### config.mk
export PLATFORM = sky130hd
export DESIGN_NAME = tt800_ctl
export DESIGN_NICKNAME = d
export VERILOG_FILES = /design/src/rtl/tt800_pkg.sv /design/src/rtl/tt800_ctl_rr_arb2.sv /design/src/rtl/tt800_ctl.sv
export SDC_FILE = /design/constraint.sdc
export NUM_CORES = 1
export LEC_CHECK = 0
export CORE_ASPECT_RATIO = 1.4
export CORE_UTILIZATION = 64
export CTS_BUF_LIST = sky130_fd_sc_hd__clkbuf_2
export DETAILED_ROUTE_END_ITERATION = 16
export PLACE_DENSITY = 0.9
export SLEW_MARGIN = 10
export SYNTH_ARGS = -nofsm -noshare
export SYNTH_HDL_FRONTEND = slang
export SYNTH_SLANG_ARGS = --single-unit
### constraint.sdc
create_clock -name clk -period 12.65 [get_ports clk]
set_input_delay 2.53 -clock clk [delete_from_list [all_inputs] [get_ports clk]]
set_output_delay 2.53 -clock clk [all_outputs]
set_load 0.01 [all_outputs]
### src/rtl/tt800_pkg.sv
// tt800_pkg: shared definitions for the TT800 seeding/arbitration controller.
//   state_t   : controller state encoding
//   TT_N      : TT800 state length in words (words loaded during SEED)
//   LCG_MUL   : multiplier of the LCG that expands the 32-bit seed
//   lcg_next  : one LCG step, v*69069 + 1 mod 2^32
package tt800_pkg;

    typedef enum logic [1:0] {
        ST_IDLE = 2'd0,
        ST_SEED = 2'd1,
        ST_WARM = 2'd2,
        ST_RUN  = 2'd3
    } state_t;

    localparam int unsigned TT_N      = 25;
    localparam logic [31:0] LCG_MUL   = 32'd69069;
    localparam logic [4:0]  SEED_LAST = 5'(TT_N - 1);

    function automatic logic [31:0] lcg_next(input logic [31:0] v);
        return v * LCG_MUL + 32'd1;
    endfunction

endpackage

### src/rtl/tt800_ctl_rr_arb2.sv
// rr_arb2: two-way round-robin arbiter.
//   i_clk, i_rst   : clock, asynchronous active-high reset
//   i_req0, i_req1 : request levels
//   i_adv          : the current winner is actually granted this cycle
//   o_win0, o_win1 : combinational winner (one-hot or zero)
// On a tie the port not granted last wins; after reset port 0 wins the first tie.
module rr_arb2 (
    input  logic i_clk,
    input  logic i_rst,
    input  logic i_req0,
    input  logic i_req1,
    input  logic i_adv,
    output logic o_win0,
    output logic o_win1
);

    logic r_last;   // 1: port 1 was granted last
    logic w_win1;

    assign w_win1 = i_req1 & (~i_req0 | ~r_last);
    assign o_win1 = w_win1;
    assign o_win0 = i_req0 & ~w_win1;

    always_ff @(posedge i_clk or posedge i_rst) begin
        if (i_rst) begin
            r_last <= 1'b1;
        end else if (i_adv && (i_req0 || i_req1)) begin
            r_last <= w_win1;
        end
    end

endmodule

### src/rtl/tt800_ctl.sv
// tt800_ctl: seeds an external TT800 generator, warms it up and then hands
// out its words to two requesters with round-robin arbitration.
//   clk, rst         : clock, asynchronous active-high reset
//   seed_req, seed   : start (re)seeding with seed
//   seeded           : generator seeded and warmed up (RUN)
//   req0/1, gnt0/1   : word requests (level) and single-cycle grants
//   rnd_data         : granted word, valid with gnt0/gnt1
//   gen_en/init/initv: control of the external generator
//   gen_y            : registered tempered output of the generator
//
// state | meaning
// IDLE  | not seeded since reset
// SEED  | loading 25 LCG-expanded state words into the generator
// WARM  | stepping the generator WARMUP times, outputs discarded
// RUN   | serving requests; one word per grant, then one step
module tt800_ctl
    import tt800_pkg::*;
#(
    parameter int WARMUP = 64
) (
    input  logic        clk,
    input  logic        rst,
    input  logic        seed_req,
    input  logic [31:0] seed,
    output logic        seeded,
    input  logic        req0,
    input  logic        req1,
    output logic        gnt0,
    output logic        gnt1,
    output logic [31:0] rnd_data,
    output logic        gen_en,
    output logic        gen_init,
    output logic [31:0] gen_initv,
    input  logic [31:0] gen_y
);

    localparam logic [9:0] WARM_LOAD = 10'(WARMUP - 1);

    state_t      r_state, w_state_nxt;
    logic [4:0]  r_scnt, w_scnt_nxt;
    logic [9:0]  r_wcnt, w_wcnt_nxt;
    logic        r_avail, w_avail_nxt;
    logic        r_seeded, w_seeded_nxt;
    logic        r_gnt0, r_gnt1;
    logic [31:0] r_rnd, w_rnd_nxt;
    logic        r_gen_en, w_gen_en_nxt;
    logic        r_gen_init, w_gen_init_nxt;
    logic [31:0] r_initv, w_initv_nxt;
    logic        w_take;
    logic        w_win0, w_win1;

    rr_arb2 u_arb (
        .i_clk  (clk),
        .i_rst  (rst),
        .i_req0 (req0),
        .i_req1 (req1),
        .i_adv  (w_take),
        .o_win0 (w_win0),
        .o_win1 (w_win1)
    );

    always_ff @(posedge clk or posedge rst) begin
        if (rst) begin
            r_state    <= ST_IDLE;
            r_scnt     <= 5'd0;
            r_wcnt     <= 10'd0;
            r_avail    <= 1'b0;
            r_seeded   <= 1'b0;
            r_gnt0     <= 1'b0;
            r_gnt1     <= 1'b0;
            r_rnd      <= 32'd0;
            r_gen_en   <= 1'b0;
            r_gen_init <= 1'b0;
            r_initv    <= 32'd0;
        end else begin
            r_state    <= w_state_nxt;
            r_scnt     <= w_scnt_nxt;
            r_wcnt     <= w_wcnt_nxt;
            r_avail    <= w_avail_nxt;
            r_seeded   <= w_seeded_nxt;
            r_gnt0     <= w_take & w_win0;
            r_gnt1     <= w_take & w_win1;
            r_rnd      <= w_rnd_nxt;
            r_gen_en   <= w_gen_en_nxt;
            r_gen_init <= w_gen_init_nxt;
            r_initv    <= w_initv_nxt;
        end
    end

    always_comb begin
        w_state_nxt    = r_state;
        w_scnt_nxt     = r_scnt;
        w_wcnt_nxt     = r_wcnt;
        w_avail_nxt    = r_avail;
        w_seeded_nxt   = 1'b0;
        w_rnd_nxt      = r_rnd;
        w_gen_en_nxt   = 1'b0;
        w_gen_init_nxt = 1'b0;
        w_initv_nxt    = r_initv;
        w_take         = 1'b0;

        // A seed request overrides everything, including a pending grant.
        if (seed_req) begin
            w_state_nxt    = ST_SEED;
            w_scnt_nxt     = 5'd0;
            w_initv_nxt    = seed;
            w_gen_en_nxt   = 1'b1;
            w_gen_init_nxt = 1'b1;
            w_avail_nxt    = 1'b0;
        end else begin
            case (r_state)
                ST_IDLE: begin
                    w_state_nxt = ST_IDLE;
                end
                ST_SEED: begin
                    w_gen_en_nxt = 1'b1;
                    if (r_scnt == SEED_LAST) begin
                        w_state_nxt = ST_WARM;
                        w_wcnt_nxt  = WARM_LOAD;
                    end else begin
                        w_gen_init_nxt = 1'b1;
                        w_scnt_nxt     = r_scnt + 5'd1;
                        w_initv_nxt    = lcg_next(r_initv);
                    end
                end
                ST_WARM: begin
                    if (r_wcnt == 10'd0) begin
                        w_state_nxt  = ST_RUN;
                        w_seeded_nxt = 1'b1;
                        w_avail_nxt  = 1'b1;
                    end else begin
                        w_gen_en_nxt = 1'b1;
                        w_wcnt_nxt   = r_wcnt - 10'd1;
                    end
                end
                ST_RUN: begin
                    w_seeded_nxt = 1'b1;
                    // The step issued after a grant refreshes gen_y; only
                    // then is a new word available.
                    if (r_gen_en) begin
                        w_avail_nxt = 1'b1;
                    end else if (r_avail && (req0 || req1)) begin
                        w_take       = 1'b1;
                        w_rnd_nxt    = gen_y;
                        w_gen_en_nxt = 1'b1;
                        w_avail_nxt  = 1'b0;
                    end
                end
                default: begin
                    w_state_nxt = ST_IDLE;
                end
            endcase
        end
    end

    assign seeded    = r_seeded;
    assign gnt0      = r_gnt0;
    assign gnt1      = r_gnt1;
    assign rnd_data  = r_rnd;
    assign gen_en    = r_gen_en;
    assign gen_init  = r_gen_init;
    assign gen_initv = r_initv;

endmodule

Word-level counts from Yosys, hierarchy flattened
Index checks and enable logic that the tools add are counted.
{"block": "op_classes", "order_cmp": 0, "n_bitwise": 10, "add_sub_neg": 3, "n_eq_ne": 10, "n_reduce_logical": 14, "mul": 1, "div": 0, "shifts": 0, "n_mux": 31}
{"op": "32-bit 2-to-1 mux", "count": 3}
{"op": "32-bit by 1-bit adder with 32-bit output (second input constant)", "count": 1}
{"op": "32-bit by 17-bit multiplier with 32-bit output (second input constant)", "count": 1}
{"op": "10-bit 2-to-1 mux", "count": 2}
{"op": "10-bit one-hot mux with 2 select lines", "count": 1}
{"op": "1-bit 2-to-1 mux", "count": 15}
{"op": "5-bit 2-to-1 mux", "count": 3}
{"op": "10-bit zero test", "count": 1}
{"op": "10-bit by 1-bit subtractor with 10-bit output (second input constant)", "count": 1}
{"op": "4-bit AND reduction", "count": 2}
{"op": "2-bit 2-to-1 mux", "count": 3}
{"op": "2-bit != test (second input constant)", "count": 3}
{"op": "3-bit != test (second input constant)", "count": 2}
{"op": "2-bit one-hot mux with 3 select lines", "count": 1}
{"op": "3-bit AND reduction", "count": 2}
{"op": "5-bit by 1-bit adder with 5-bit output (second input constant)", "count": 1}
{"op": "5-bit equality test (second input constant)", "count": 1}
{"op": "1-bit NOT", "count": 5}
{"op": "1-bit bitwise AND", "count": 4}
{"op": "2-bit equality test (second input constant)", "count": 2}
{"op": "4-bit != test (second input constant)", "count": 1}
{"op": "1-bit one-hot mux with 2 select lines", "count": 2}
{"op": "2-bit nonzero test", "count": 2}
{"op": "4-bit nonzero test", "count": 1}
{"op": "8 further kinds", "count": 9}
{"block": "totals", "mem_count": 0, "out_inout_bits": 69, "word_cells": 81, "in_bits": 69, "mem_bits_ro": 0, "reg_bits": 88, "mem_bits_rw": 0, "latch_bits": 0}

Logic depth before layout (Yosys ltp)
Gate-level depths: netlist of run 1.
{"block": "logic_depth", "ltp_word": 7, "depth_mapped": 21, "ltp_nobuf": 20}

By module
A second synthesis of run 1 with hierarchy kept.
{"block": "hier_totals", "hier_cells": 1103, "area_unflattened_um2": 10985.5}
{"module": "tt800_ctl", "area_per_inst_um2": 10925.5, "n_inst": 1, "seq_area_each_um2": 2177.1, "cells_each": 1096}
{"module": "rr_arb2", "area_per_inst_um2": 60.1, "n_inst": 1, "seq_area_each_um2": 26.3, "cells_each": 7}

Worst setup path before layout of run 1
Ideal clock, no wire load.
{"block": "synth_timing", "path_kind": "register to register", "start": "register r_initv[1] (netlist: gen_initv[1])", "end": "register r_initv[30] (netlist: gen_initv[30])", "period_less_slack_ns": 5.610, "path_buffers": 1, "t_required_ns": 12.530, "path_stages_with_launch": 22, "setup_time_ns": 0.120, "t_arrival_ns": 5.490, "slack_ns": 7.040, "cell_sequence": "dfrtp_1 > ha_1 > inv_1 > fa_1 > inv_1 > ha_1 > fa_1 > inv_1 > fa_1 > fa_1 > inv_1 > ha_1 > buf_6 > a2111oi_2 > o21ai_1 > a311oi_2 > a21oi_2 > o22ai_2 > o21ai_2 > and2_4 > or4_1 > and3_1"}
{"block": "synth_between", "elab_chain_len": 5}
{"element": "from (decl)", "line_no": "tt800_ctl.sv:48", "text": "logic [31:0] r_initv, w_initv_nxt;"}
{"element": "from (signal assigned)", "line_no": "tt800_ctl.sv:86", "text": "r_initv <= w_initv_nxt;"}
{"element": "32-bit by 17-bit multiplier with 32-bit output", "line_no": "tt800_pkg.sv:20", "text": "return v * LCG_MUL + 32'd1;"}
{"element": "32-bit by 1-bit adder with 32-bit output", "line_no": "tt800_pkg.sv:20"}
{"element": "32-bit 2-to-1 mux", "line_no": "tt800_ctl.sv:117", "text": "if (r_scnt == SEED_LAST) begin"}
{"element": "32-bit 2-to-1 mux", "line_no": "tt800_ctl.sv:111", "text": "case (r_state)"}
{"element": "32-bit 2-to-1 mux", "line_no": "tt800_ctl.sv:103", "text": "if (seed_req) begin"}
Every way passes these cells. The select of a mux whose other input is x is not followed.
A chain may end at the register's enable or synchronous reset.

Worst setup path after layout of run 1
{"block": "layout_timing", "start": "register r_initv[7] (netlist: gen_initv[7])", "end": "register r_initv[30] (netlist: gen_initv[30])"}
Same word-level chain as after synthesis.

==> results of run 1 <==
==> final cells by class <==
| class | count | area share |
|---|---|---|
| Multi-Input combinational cell | 719 | 0.607 |
| Clock buffer | 9 | 0.00353 |
| Sequential cell | 88 | 0.173 |
| Tap cell | 203 | 0.0199 |
| Timing Repair Buffer | 141 | 0.109 |
| Inverter | 279 | 0.0822 |
| Clock inverter | 7 | 0.00569 |
==> synthesized netlist by cell type, drive strengths merged, types with 2 or more instances <==
| cell | count |
|---|---|
| dfrtp | 87 |
| nor2 | 50 |
| o22ai | 2 |
| clkbuf | 20 |
| xor2 | 16 |
| mux2 | 35 |
| a21boi | 2 |
| and3 | 5 |
| a2111o | 3 |
| o41ai | 2 |
| a21oi | 48 |
| or4 | 3 |
| or2 | 2 |
| o31ai | 4 |
| and2 | 4 |
| a22oi | 2 |
| nand3 | 8 |
| fa | 145 |
| xnor2 | 34 |
| o21ai | 50 |
| nand2 | 49 |
| o221ai | 3 |
| a31oi | 4 |
| a2111oi | 3 |
| a211oi | 5 |
| mux2i | 5 |
| o211ai | 4 |
| nor4 | 2 |
| nand2b | 4 |
| a311oi | 2 |
| ha | 176 |
| nor2b | 3 |
| o21a | 7 |
| nor3 | 6 |
| inv | 279 |
| buf | 3 |
| nand4 | 4 |
| o21bai | 4 |
| a31o | 3 |
| a21o | 11 |
==> through the flow <==
step	setup slack, ns	instance area (sq um)
after floorplan	7.04	11100
after global placement	6.64	12600
after detailed placement	6.53	12600
after CTS	6.47	12800
after global routing	6.13	12800
final	6.43	12800
==> state kept, by name (all words and copies together), names as in the netlist <==
name and count:
r_state 2, r_wcnt 10, seeded 1, r_scnt 5, gen_initv 32, r_avail 1
gnt1 1, u_arb.r_last 1, rnd_data 32, gen_en 1, gen_init 1, gnt0 1
==> routing by layer <==
| layer | vias to the layer above | part of all wire |
|---|---|---|
| li1 | 3799 | - |
| met3 | 121 | 0.070 |
| met4 | 0 | 0.060 |
| met5 | - | 0 |
| met2 | 391 | 0.51 |
| met1 | 4074 | 0.36 |
==> critical path, stage by stage (launching register included) <==
cell and delay, ns:
dfrtp_1 0.74, ha_1 0.33, inv_1 0.12, fa_1 0.45
fa_1 0.52, inv_1 0.06, fa_1 0.52, fa_1 0.50
inv_1 0.05, fa_1 0.49, inv_1 0.05, ha_1 0.33
a211o_1 0.32, a311oi_2 0.39, a21oi_2 0.14, o22ai_2 0.20
o21ai_2 0.12, and2_4 0.17, or4_1 0.44, and3_1 0.17
==> worst paths after layout <==
| kind | start | to | slack [ns] | cells after the start |
|---|---|---|---|---|
| setup / recovery | gen_initv[7] | gen_initv[30] | 6.43 | 19 |
| hold / removal | u_arb.r_last | u_arb.r_last | 0.53 | 2 |
| setup reg to reg | gen_initv[7] | gen_initv[30] | 6.43 | 19 |
| hold reg to reg | u_arb.r_last | u_arb.r_last | 0.53 | 2 |
| max in group asynchronous | rst | gen_initv[10] | 9.27 | 3 |
| min in group asynchronous | rst | rnd_data[24] | 2.17 | 2 |
==> cells by family after synthesis <==
logic type,after synthesis
fa+ha+maj,321
flops,88
compound gates,164
simple gates,144
xor+xnor,50
buf+inv,302
mux,40
==> summary.md, run 1 <==
| Metric | Value |
|---|---|
| Outcome | finished clean |
| M2 GR Usage | 0.614 |
| GRT Residual Overflow | 0 |
| Multi-input logic area | 7740 sq um |
| Area growth syn-to-layout | 15.2% |
| Most common flop cell mapped by yosys | dfrtp_1 |
| Share of the yosys chip area belonging to registers | 0.199 |
| Vias | roughly 8.4k |
| Met1 Resource Use GR | 0.391 |
| Setup repair bufs after CTS | 0 |
| Root Buffer | clkbuf_2 |
| Met3 usage | 0.0685 |
| Global route hottest layer | met2 |
| Critical path type | flip-flop to flip-flop |
| Crit end category | flip-flop |
| Remaining DRCs | 0 |
| Leading post-synthesis cells by cell area | fa_1, ha_1, dfrtp_1, inv_1, mux2_2 |
| Wire length per cell | 19.8 microns |
| NumNets Final | 1628 |
| Hold slack | 0.532 ns |
| DRT Pass-1 Iters | 5 |
| Synth warn | 0 |
| Simple-Gate Fraction of Synth Area | 0.0585 |
| Min Tclk post-route | between 6 and 7 ns |
| H-tree levels | 3 |
| Global-route wire length before repair | between 40000 and 50000 microns |
| Largest area contributor in the netlist | fa_1 |
| IO buf count | approximately 140 |
| XOR/XNOR share of the synthesized area | 0.0395 |
| Largest net degree at the start of global routing | 67 |
| Post-synthesis register bit count | ~90 |
| Share of the synthesized area in the top cell type | 0.262 |
| Post-synthesis mux area share | 0.0401 |
| Vias in the first global route | about 9.3k |
| Tot GR Track Use | 0.346 |
| Largest family of logic cells by synthesized area | adder cells |
| Row count | 56 |
| Skew-Pair Late Insertion Delay | around 0.65 ns |
| I/O pins | 138 |
| TNS Setup | 0 ns |
| Final Max Slew Viols | 0 |
| Initial antenna violation count | 0 |
| Compound-Gate Fraction of Synth Area | 0.0992 |
| N_diodes | 0 |
| Slew @ Worst Pin | 0.785 ns |
| Iter 0 DRT Violations | slightly above 500 |
| Post-synthesis adder-cell area fraction | 0.461 |
| Fillers | around 1.2k |
| Final WL | about 29000 microns |
| Synth unique cells | 62 |
| Post-Syn Instances | between 1k and 1.5k |
| Global placer's final weighted congestion | slightly below 1 |
| Nature of the critical path startpoint | flip-flop |
| Hold buffers post-CTS | 0 |
| Final Setup Violations | 0 |
| Required @ worst endpoint | 13.18 ns |
| RSZ-0062 raised after global routing | no |
| FF/Latch Area | roughly 2200 sq um |
| Most common cell after layout, fill and taps aside | inv_1 |
| Maximum buffer depth of the clock tree | 2 |
| Final Hold Fails | 0 |
| Fmax | 161 MHz |
| HPWL after DPL | around 24000 microns |
| Initial core utilization | 0.659 |
| Cells after DPL | about 1.4k |
| Vias/cell | around 5.8 |
| Worst rel slew slack | 0.477 |
| Share of post-route cells with drive strength above 1 | 0.0619 |
| Commonest cells after routing, fill and taps aside | inv_1, ha_1, fa_1 |
| Chip width | between 100 and 150 microns |
| CTS Sinks | 88 |
| Mapped cell area | 11100 sq um |
| Chip height | approximately 160 microns |
| Skew final | roughly 0.074 ns |
| Syn_nets | 1499 |
| Max_cap viols | 0 |
| CTS resizes | 0 |
| Core ar. | about 17000 sq um |
| CTS buffer count | 9 |
| CTS tree | done |
| Syn_area_per_cell | approximately 10 sq um |
| Non-Filler Instances | 1446 |
| Die area | approximately 18000 sq um |
| Crit path arrival time | between 6 and 7 ns |
| Remaining antenna violation count | 0 |
| Post-synth ARST share | 1.00 |
| Hold WC Path Type | flip-flop to flip-flop |
| Crit path max fanout | 9 |
| Final period utilization | 0.492 |
| Clock Pin Slew Worst Setup and Hold Paths | between 0.3 and 0.4 ns |
| Utilization after layout | 0.759 |
| Post-synth EDFFs | 0 |
Power of run 1 is not shown: default switching activity piles up to over one toggle a cycle in this logic, so the estimate is an artifact.
==> inputs of run 2 (changes only) <==
--- a/config.mk
+++ b/config.mk
@@ -6,10 +6,10 @@
 export NUM_CORES = 1
 export LEC_CHECK = 0
 export CORE_ASPECT_RATIO = 1.4
-export CORE_UTILIZATION = 64
+export CORE_UTILIZATION = 59
 export CTS_BUF_LIST = sky130_fd_sc_hd__clkbuf_2
 export DETAILED_ROUTE_END_ITERATION = 16
-export PLACE_DENSITY = 0.9
+export PLACE_DENSITY = 0.84
 export SLEW_MARGIN = 10
 export SYNTH_ARGS = -nofsm -noshare
 export SYNTH_HDL_FRONTEND = slang
==> constraint.sdc (replaced) <==
create_clock -name clk -period 5.9 [get_ports clk]
set_input_delay 1.18 -clock clk [delete_from_list [all_inputs] [get_ports clk]]
set_output_delay 1.18 -clock clk [all_outputs]
set_load 0.01 [all_outputs]
==> run 2 against run 1 <==
Critical endpoint unchanged. Register-to-register slack worse by 6.3 ns. Via count is 0.80% higher. Highest routed layer unchanged. Utilization is 2.9 points lower. Non-clock buffer count is 43 higher. Critical path depth is 1 higher. Worst setup slack worse by 6.3 ns. First-iteration DRC count is 25% lower. Clock skew is 0.022 ns lower. Final cell count is 5.6% higher. Sequential share of layout area is 0.61 points lower. Hold slack worse by 0.00080 ns.
==> summary.md, run 2 (synthesized netlist as in run 1, its figures left out) <==
| Metric | Value |
|---|---|
| Slew @ Worst Pin | between 0.7 and 0.8 ns |
| HPWL after DPL | ~24000 microns |
| TNS Setup | 0 ns |
| Critical path type | flip-flop to flip-flop |
| Skew final | slightly above 0.05 ns |
| Global-route wire length before repair | 45300 microns |
| DRT Pass-1 Iters | 5 |
| H-tree levels | 3 |
| Final Setup Violations | 0 |
| RSZ-0062 raised after global routing | yes |
| Slowest-stage cell, CP | fa_1 |
| Tot GR Track Use | 0.306 |
| Global placer's final weighted congestion | around 0.95 |
| Chip width | between 100 and 150 microns |
| Skew-Pair Late Insertion Delay | between 0.5 and 0.6 ns |
| Most common cell after layout, fill and taps aside | inv_1 |
| Hold slack | around 0.53 ns |
| Final WL | between 20000 and 30000 microns |
| Initial core utilization | 0.611 |
| CP bufs+invs | 5 |
| Largest net degree at the start of global routing | between 60 and 70 |
| CP max stage delay | roughly 0.56 ns |
| Area growth syn-to-layout | 19.6% |
| Die area | roughly 19000 sq um |
| Fmax | between 150 and 200 MHz |
| Cell mode on critical path | inv_1 |
| Max_cap viols | 0 |
| Crit path cell chain | buf_4 -> ha_1 -> inv_1 -> fa_1 -> inv_1 -> ha_1 -> ha_1 -> inv_1 -> fa_1 -> fa_1 -> inv_1 -> ha_4 -> a2111o_1 -> a311oi_4 -> a21oi_2 -> o22ai_2 -> o21ai_2 -> and2_4 -> or4_1 -> and3_1 |
| Final WS setup | about 0.099 ns |
| Outcome | finished clean |
| Row count | between 50 and 60 |
| Maximum buffer depth of the clock tree | 2 |
| Crit path arrival time | approximately 6.3 ns |
| GRT Residual Overflow | 0 |
| I/O pins | between 100 and 150 |
| Hold buffers post-CTS | 0 |
| Clock Pin Slew Worst Setup and Hold Paths | between 0.3 and 0.4 ns |
| Vias | 8452 |
| Final Max Slew Viols | 0 |
| CTS Sinks | 88 |
| FF/Latch Area | between 2000 and 2500 sq um |
| Vias/cell | 5.54 |
| IO buf count | 137 |
| Iter 0 DRT Violations | just under 400 |
| Worst rel slew slack | 0.505 |
| CTS buffer count | 9 |
| Final period utilization | 0.983 |
| DP Worst Slack | approximately 0.022 ns |
| Wire length per cell | approximately 19 microns |
| Hold WC Path Type | flip-flop to flip-flop |
| Vias in the first global route | 9051 |
| Multi-input logic area | 7860 sq um |
| Root Buffer | clkbuf_2 |
| Min Tclk post-route | approximately 5.8 ns |
| Core ar. | about 18000 sq um |
| Fin area | 13200 sq um |
| Chip height | approximately 160 microns |
| Fillers | 1260 |
| Remaining antenna violation count | 0 |
| Remaining DRCs | 0 |
| CTS tree | done |
| Initial antenna violation count | 1 |
| Nature of the critical path startpoint | flip-flop |
| NumNets Final | 1671 |
| Crit end category | flip-flop |
| Share of post-route cells with drive strength above 1 | 0.106 |
| Commonest cells after routing, fill and taps aside | inv_1, ha_1, fa_1 |
| Final Hold Fails | 0 |
| Crit path max fanout | 7 |
| Top delay family on crit path | adder cells |
| Area after DPL | between 10000 and 15000 sq um |
| Required @ worst endpoint | 6.38 ns |
run 2: changes by cell type in the layout (fill, tap and decap cells not counted), sizes merged:
cell,before,now
buf,5,48
diode,0,1
clkinvlp,1,0
inv,281,282
run 2: area by class of cell:
class,instances,share of cell area
Antenna cell,1,0.000189
Timing Repair Buffer,184,0.130
Sequential cell,88,0.167
Clock inverter,7,0.00520
Clock buffer,9,0.00340
Inverter,279,0.0792
Multi-Input combinational cell,719,0.593
Tap cell,240,0.0227
run 2: what timing repair did:
item	in CTS	in global routing
endpoints found under the setup margin	1	7
gates resized for setup	3	17
cloned	0	0
setup buffers	6	8
pin swaps	3	6
run 2: path summary, 6_finish.rpt:
kind	start	end	slack, ns	depth (start not counted)
worst max-delay path	gen_initv[2]	gen_initv[30]	0.1	20
worst min-delay path	r_wcnt[4]	r_wcnt[4]	0.53	1
worst max register to register	gen_initv[2]	gen_initv[30]	0.1	20
worst min register to register	r_wcnt[4]	r_wcnt[4]	0.53	1
max in group asynchronous	rst	gen_init	3.75	3
min in group asynchronous	rst	gen_initv[5]	0.98	2
run 2: per-layer routing:
layer / global-route usage / up-vias / share of wire
li1: - / 3878 / -
met2: 0.544 / 330 / 0.51
met4: 0.137 / 0 / 0.044
met3: 0.0535 / 73 / 0.066
met1: 0.362 / 4171 / 0.38
met5: 0 / - / 0
run 2: metrics by stage:
step	std cells	utilization
final	1527	0.730
after global routing	1527	0.730
after CTS	1518	0.720
after detailed placement	1496	0.711
after global placement	1496	0.711
after floorplan	1109	-
Power of run 2 is left out for the same reason.
